$ cat src/rtl/mips_fetch_unit.sv
// MIPS instruction fetch stage: owns the PC, issues reads to instruction memory and feeds decode via a 2-entry buffer.
// Optional misaligned-redirect fault detection is enabled by defining FETCH_ALIGN_CHECK_EN.
module mips_fetch_unit #(
  parameter logic [31:0] RESET_PC      = 32'h0000_0000,
  parameter int unsigned SEL_WORD_ADDR = 0
) (
  input  logic        clock,
  input  logic        reset,
  output logic [31:0] mem_sel,
  input  logic [31:0] mem_out,
  input  logic        redirect_valid,
  input  logic [31:0] redirect_pc,
  output logic        inst_valid,
  input  logic        inst_ready,
  output logic [31:0] inst_data,
  output logic [31:0] inst_pc,
  output logic        fetch_fault
);

  typedef enum logic [1:0] {
    S_RUN   = 2'd0,
    S_STALL = 2'd1,
    S_FAULT = 2'd2
  } state_t;

  state_t      state_q, state_d;
  logic [31:0] fetch_pc_q, fetch_pc_d;
  logic [31:0] req_pc_q, req_pc_d;
  logic        inflight_q, inflight_d;
  logic [1:0]  count_q, count_d;
  logic [31:0] data_q [2];
  logic [31:0] data_d [2];
  logic [31:0] pc_q   [2];
  logic [31:0] pc_d   [2];
  logic        fault_q, fault_d;

  logic        deq;
  logic        push;
  logic        issue_ok;
  logic        misalign;
  logic [2:0]  credit;
  logic [2:0]  credit_after;
  logic [1:0]  after_pop;
  logic [31:0] target_pc;

  // Address is a pure function of the PC register so memory sees a stable request all cycle.
  generate
    if (SEL_WORD_ADDR != 0) begin : g_word_sel
      assign mem_sel = {2'b00, fetch_pc_q[31:2]};
    end else begin : g_byte_sel
      assign mem_sel = fetch_pc_q;
    end
  endgenerate

  assign inst_valid = (count_q != 2'd0);
  assign inst_data  = data_q[0];
  assign inst_pc    = pc_q[0];

`ifdef FETCH_ALIGN_CHECK_EN
  assign misalign    = redirect_valid && (redirect_pc[1:0] != 2'b00);
  assign target_pc   = redirect_pc;
  assign fetch_fault = fault_q;
`else
  assign misalign    = 1'b0;
  assign target_pc   = redirect_pc & 32'hFFFF_FFFC;
  assign fetch_fault = 1'b0;
`endif

  always_comb begin
    deq       = inst_valid && inst_ready;
    push      = inflight_q && !redirect_valid;
    // Credit counts buffered plus in-flight words after this cycle's dequeue.
    credit    = {1'b0, count_q} + {2'b00, inflight_q} - {2'b00, deq};
    issue_ok  = !redirect_valid && (state_q != S_FAULT) && (credit < 3'd2);
    after_pop = count_q - {1'b0, deq};

    fetch_pc_d = fetch_pc_q;
    req_pc_d   = req_pc_q;
    inflight_d = issue_ok;
    fault_d    = fault_q || misalign;
    count_d    = count_q;
    data_d[0]  = data_q[0];
    data_d[1]  = data_q[1];
    pc_d[0]    = pc_q[0];
    pc_d[1]    = pc_q[1];

    if (redirect_valid) begin
      fetch_pc_d = target_pc;
    end else if (issue_ok) begin
      fetch_pc_d = fetch_pc_q + 32'd4;
      req_pc_d   = fetch_pc_q;
    end

    if (redirect_valid) begin
      count_d = 2'd0;
    end else begin
      if (deq) begin
        data_d[0] = data_q[1];
        pc_d[0]   = pc_q[1];
      end
      if (push) begin
        if (after_pop == 2'd0) begin
          data_d[0] = mem_out;
          pc_d[0]   = req_pc_q;
        end else begin
          data_d[1] = mem_out;
          pc_d[1]   = req_pc_q;
        end
      end
      count_d = after_pop + {1'b0, push};
    end

    credit_after = {1'b0, count_d} + {2'b00, inflight_d};
    state_d      = state_q;
    if (fault_d) begin
      state_d = S_FAULT;
    end else if (state_q != S_FAULT) begin
      state_d = (credit_after >= 3'd2) ? S_STALL : S_RUN;
    end
  end

  always_ff @(posedge clock) begin
    if (reset) begin
      state_q    <= S_RUN;
      fetch_pc_q <= RESET_PC;
      req_pc_q   <= 32'd0;
      inflight_q <= 1'b0;
      count_q    <= 2'd0;
      data_q[0]  <= 32'd0;
      data_q[1]  <= 32'd0;
      pc_q[0]    <= 32'd0;
      pc_q[1]    <= 32'd0;
      fault_q    <= 1'b0;
    end else begin
      state_q    <= state_d;
      fetch_pc_q <= fetch_pc_d;
      req_pc_q   <= req_pc_d;
      inflight_q <= inflight_d;
      count_q    <= count_d;
      data_q[0]  <= data_d[0];
      data_q[1]  <= data_d[1];
      pc_q[0]    <= pc_d[0];
      pc_q[1]    <= pc_d[1];
      fault_q    <= fault_d;
    end
  end

`ifndef SYNTHESIS
  always_ff @(posedge clock) begin
    if (!reset) begin
      assert (count_q <= 2'd2);
    end
  end
`endif

endmodule

$ cat config.mk
export PLATFORM = sky130hd
export DESIGN_NAME = mips_fetch_unit
export DESIGN_NICKNAME = d
export VERILOG_FILES = /design/src/rtl/mips_fetch_unit.sv
export SDC_FILE = /design/constraint.sdc
export NUM_CORES = 1
export LEC_CHECK = 0
export ABC_CLOCK_PERIOD_IN_PS = 4600
export CAP_MARGIN = 20
export CORE_ASPECT_RATIO = 0.9
export CORE_MARGIN = 8
export CORE_UTILIZATION = 41
export CTS_CLUSTER_SIZE = 30
export DETAILED_ROUTE_END_ITERATION = 16
export PLACE_DENSITY_LB_ADDON = 0.25
export SLEW_MARGIN = 20
export SYNTH_ARGS = -nofsm -noshare
export SYNTH_HDL_FRONTEND = slang
export SYNTH_SLANG_ARGS = --single-unit
$ cat constraint.sdc
create_clock -name clock -period 4.6 [get_ports clock]
set_input_delay 0.46 -clock clock [delete_from_list [all_inputs] [get_ports clock]]
set_output_delay 0.46 -clock clock [all_outputs]
set_load 0.02 [all_outputs]
==> flow_summary_export.csv <==
group,metric,value,unit
run_status,status,"finished clean",
logic_synthesis,synthCells,1097,
die,rows,51,
logic_synthesis,async_flop_share,0,
timing,max_freq,316,MHz
power_and_ir_drop,power_leakage,0.00357,uW
cts,cts_buffers,17,
die,initial_core_util,0.415,
critical_path,r2r_setup_slack,1.45,ns
placed_design,place_hpwl,14.8,mm
critical_path,r2r_cells,9,
min_path,holdPathEnd,"mem_sel[4]$_SDFFE_PP0P_",
min_path,worstHoldStart,"redirect_valid",
flow_run,max_cap_viol_count,0,
grt,grt_usage,0.176,
cts,cts_resized,0,
grt,antenna_found_initial,0,
die,die-height,156,um
min_path,hold_class,"in -> reg",
critical_path,cp.arrival,3.45,ns
timing,setup_tns,0,ns
cells_and_area,seq_area,3780,um^2
cts,clk_path_buf_depth,2,
route,drt-vias-per-instance,5.36,
logic_synthesis,yosysSeqAreaShare,0.423,
cts,root_buffer,"clkbuf_16",
grt,grt.busiest_layer,"met1",
timing,clock_skew,0.00852,ns
timing,setup_viol,0,
cts,numClockSinks,189,
grt,grt_pass1_wl,38.5,mm
cts,cts_hold_buf,0,
logic_synthesis,synth-seq-cells,189,
logic_synthesis,ys_types,51,
grt,overflow,0,
critical_path,crit_slowest_cell,"clkdlybuf4s50_1",
timing,worstMarginPinSlew,0.955,ns
critical_path,crit_required,4.89,ns
logic_synthesis,netlist_top_cells_count,"nand2_1, dfxtp_1, a21oi_1, buf_4, nor2_1",
logic_synthesis,avgSynthCellArea,8.16,um^2
cells_and_area,final_area,10700,um^2
grt,grtUsageMet1,0.254,
grt,grt_max_degree,104,
die,ios,166,
logic_synthesis,yosys.area.top_type_share,0.423,
logic_synthesis,ys.flop_type,"dfxtp_1",
critical_path,path_max_fanout,15,
route,drt-total-wl,23.6,mm
cts,postCtsSetupBuffers,0,
route,vias,7692,
timing,hold_viol,0,
grt,grt_util_met3,0.0559,
critical_path,path_cells,"clkdlybuf4s50_1, and3b_4, or2_1, nand2_1, fa_1, xnor2_4, nand3_1, and3_1, a21oi_1, o22ai_1",
logic_synthesis,synth.cell_area,8950,um^2
placed_design,routabilityCongestion,0.787,
cts,worstSkewPairLatency,0.43,ns
cells_and_area,drive_above_1_share,0.0585,
critical_path,worst-setup-path-type,"in -> reg",
critical_path,cp-end-kind,"register",
logic_synthesis,yosysWarnings,0,
timing,relSlewSlack,0.363,
route,wl_per_cell,16.4,um
timing,min_period_over_period,0.688,
die,dieWidth,172,um
placed_design,io_buffers,160,
route,drt_first_pass_iters,4,
placed_design,placed_cell_area,10200,um^2
cts,htree_levels,4,
logic_synthesis,synth_edf_count,0,
grt,use_met2,0.253,
cells_and_area,n_antenna_cell,0,
critical_path,crit_family,"simple AND/OR/NAND/NOR gates",
critical_path,max_stage_delay,0.56,ns
logic_synthesis,synthTopCellsByArea,"dfxtp_1, nand2_1, buf_4",
timing,slew_viol_final,0,
cts,clk_pin_slew,0.07,ns
critical_path,r2r-start,"count_q[1]$_SDFF_PP0_",
logic_synthesis,yosys.area.top_type,"dfxtp_1",
cells_and_area,syn2layout_area_growth,19.8,%
die,core_area,21600,um^2
cells_and_area,fin_nets,1206,
power_and_ir_drop,power_density,330,nW/um^2
critical_path,worst-path-buf-inv,1,
min_path,min_path_cells,3,
logic_synthesis,yosysMostFrequentCell,"nand2_1",
critical_path,r2r-end,"mem_sel[23]$_SDFFE_PP0P_",
die,die_area,26800,um^2
critical_path,cp-start-kind,"input pin",
timing,rsz0062_at_grt,"false",
cells_and_area,fillers,2120,
cells_and_area,multiInputGateArea,4280,um^2
power_and_ir_drop,ir_drop,171,uV
grt,grt_pass1_vias,7182,
route,route.detailed.drc,0,
timing,fin_crit,3.17,ns
route,first_iter_violations,628,
route,detail-route-antenna-nets,0,
cts,cts_tree,"done",
worst max path at each step:
stage                                           to  cells after the start  slack, ns                   from
after floorplan           mem_sel[25]$_SDFFE_PP0P_                     10       1.85  count_q[1]$_SDFF_PP0_
after global placement    mem_sel[31]$_SDFFE_PP0P_                     10       0.98             inst_ready
after detailed placement  mem_sel[31]$_SDFFE_PP0P_                     10       0.98             inst_ready
after CTS                 mem_sel[31]$_SDFFE_PP0P_                      9       1.40  count_q[1]$_SDFF_PP0_
after global routing      mem_sel[23]$_SDFFE_PP0P_                      9       1.15  count_q[1]$_SDFF_PP0_
final                     mem_sel[23]$_SDFFE_PP0P_                     10       1.43             inst_ready
layer usage:
layer  wire length (um)  share of wire
met5                  0              0
met2               9840           0.42
met4                148         0.0063
met3               1740          0.074
met1              11900           0.50
registers in the layout, indices dropped and copies added (netlist names):
register,flops
mem_sel,30
pc_q,62
req_pc_q,30
count_q,2
inflight_q,1
data_q,64
cell families (layout without fill, tap and decap cells):
family / after synthesis / in the layout / synth area share
other: 1 / 3 / 0.000419
AOI/OAI and AO/OA: 254 / 254 / 0.185
DFF: 189 / 189 / 0.423
buffers and inverters: 164 / 210 / 0.104
adders and majority gates: 4 / 4 / 0.00643
xor gates and xnor gates: 25 / 25 / 0.0266
and+or+nand+nor: 457 / 457 / 0.252
muxes: 3 / 3 / 0.00349
cell type report:
type / instances / area share
tap: 291 / 0.0339
sequential: 189 / 0.353
timing repair buffer: 173 / 0.159
clock buffer: 22 / 0.0451
multi-input combinational: 746 / 0.399
clock inverter: 8 / 0.00770
inverter: 7 / 0.00245
power by group:
group / internal, uW / switching, uW / total (uW)
combinational: 163 / 199 / 362
clock: 801 / 637 / 1440
sequential: 1680 / 53.0 / 1740
total: 2650 / 889 / 3540
stage by stage:
step	hold WS (ns)	instances	util	setup slack [ns]	power, uW
after floorplan	0.436	1099	-	1.85	1980
after global placement	0.442	1406	0.471	0.977	2130
after detailed placement	0.447	1406	0.471	0.976	2140
after CTS	0.426	1436	0.497	1.40	3570
after global routing	0.449	1436	0.497	1.15	3680
final	0.446	1436	0.497	1.43	3540
worst reg2reg max path, cell delays in order (launching register included):
cell and delay [ns]:
dfxtp_1 0.55, and3b_4 0.31, or2_1 0.20, nand2_1 0.09, fa_1 0.48, xnor2_4 0.33, nand3_1 0.48, and3_1 0.39
a21oi_1 0.12, o22ai_1 0.09
layout by cell type (no fill, tap or decap), types with 5 or more instances in the layout:
master / Yosys / routed
a21oi_1: 100 / 100
and3_1: 8 / 8
or3_1: 5 / 5
nand2b_1: 31 / 31
o2111ai_1: 30 / 30
xor2_1: 9 / 9
clkbuf_16: 0 / 17
inv_1: 7 / 7
clkdlybuf4s50_1: 0 / 158
a211oi_1: 15 / 15
nand4_1: 12 / 12
buf_4: 68 / 13
and2_1: 5 / 5
nor2_1: 60 / 57
dfxtp_1: 189 / 189
xnor2_1: 15 / 15
o21ai_0: 35 / 35
nand3_1: 10 / 10
a311oi_1: 36 / 36
o211ai_1: 31 / 31
nand2_1: 267 / 266
or4b_1: 30 / 30
Note: power is estimated with default switching activity, not from simulation.
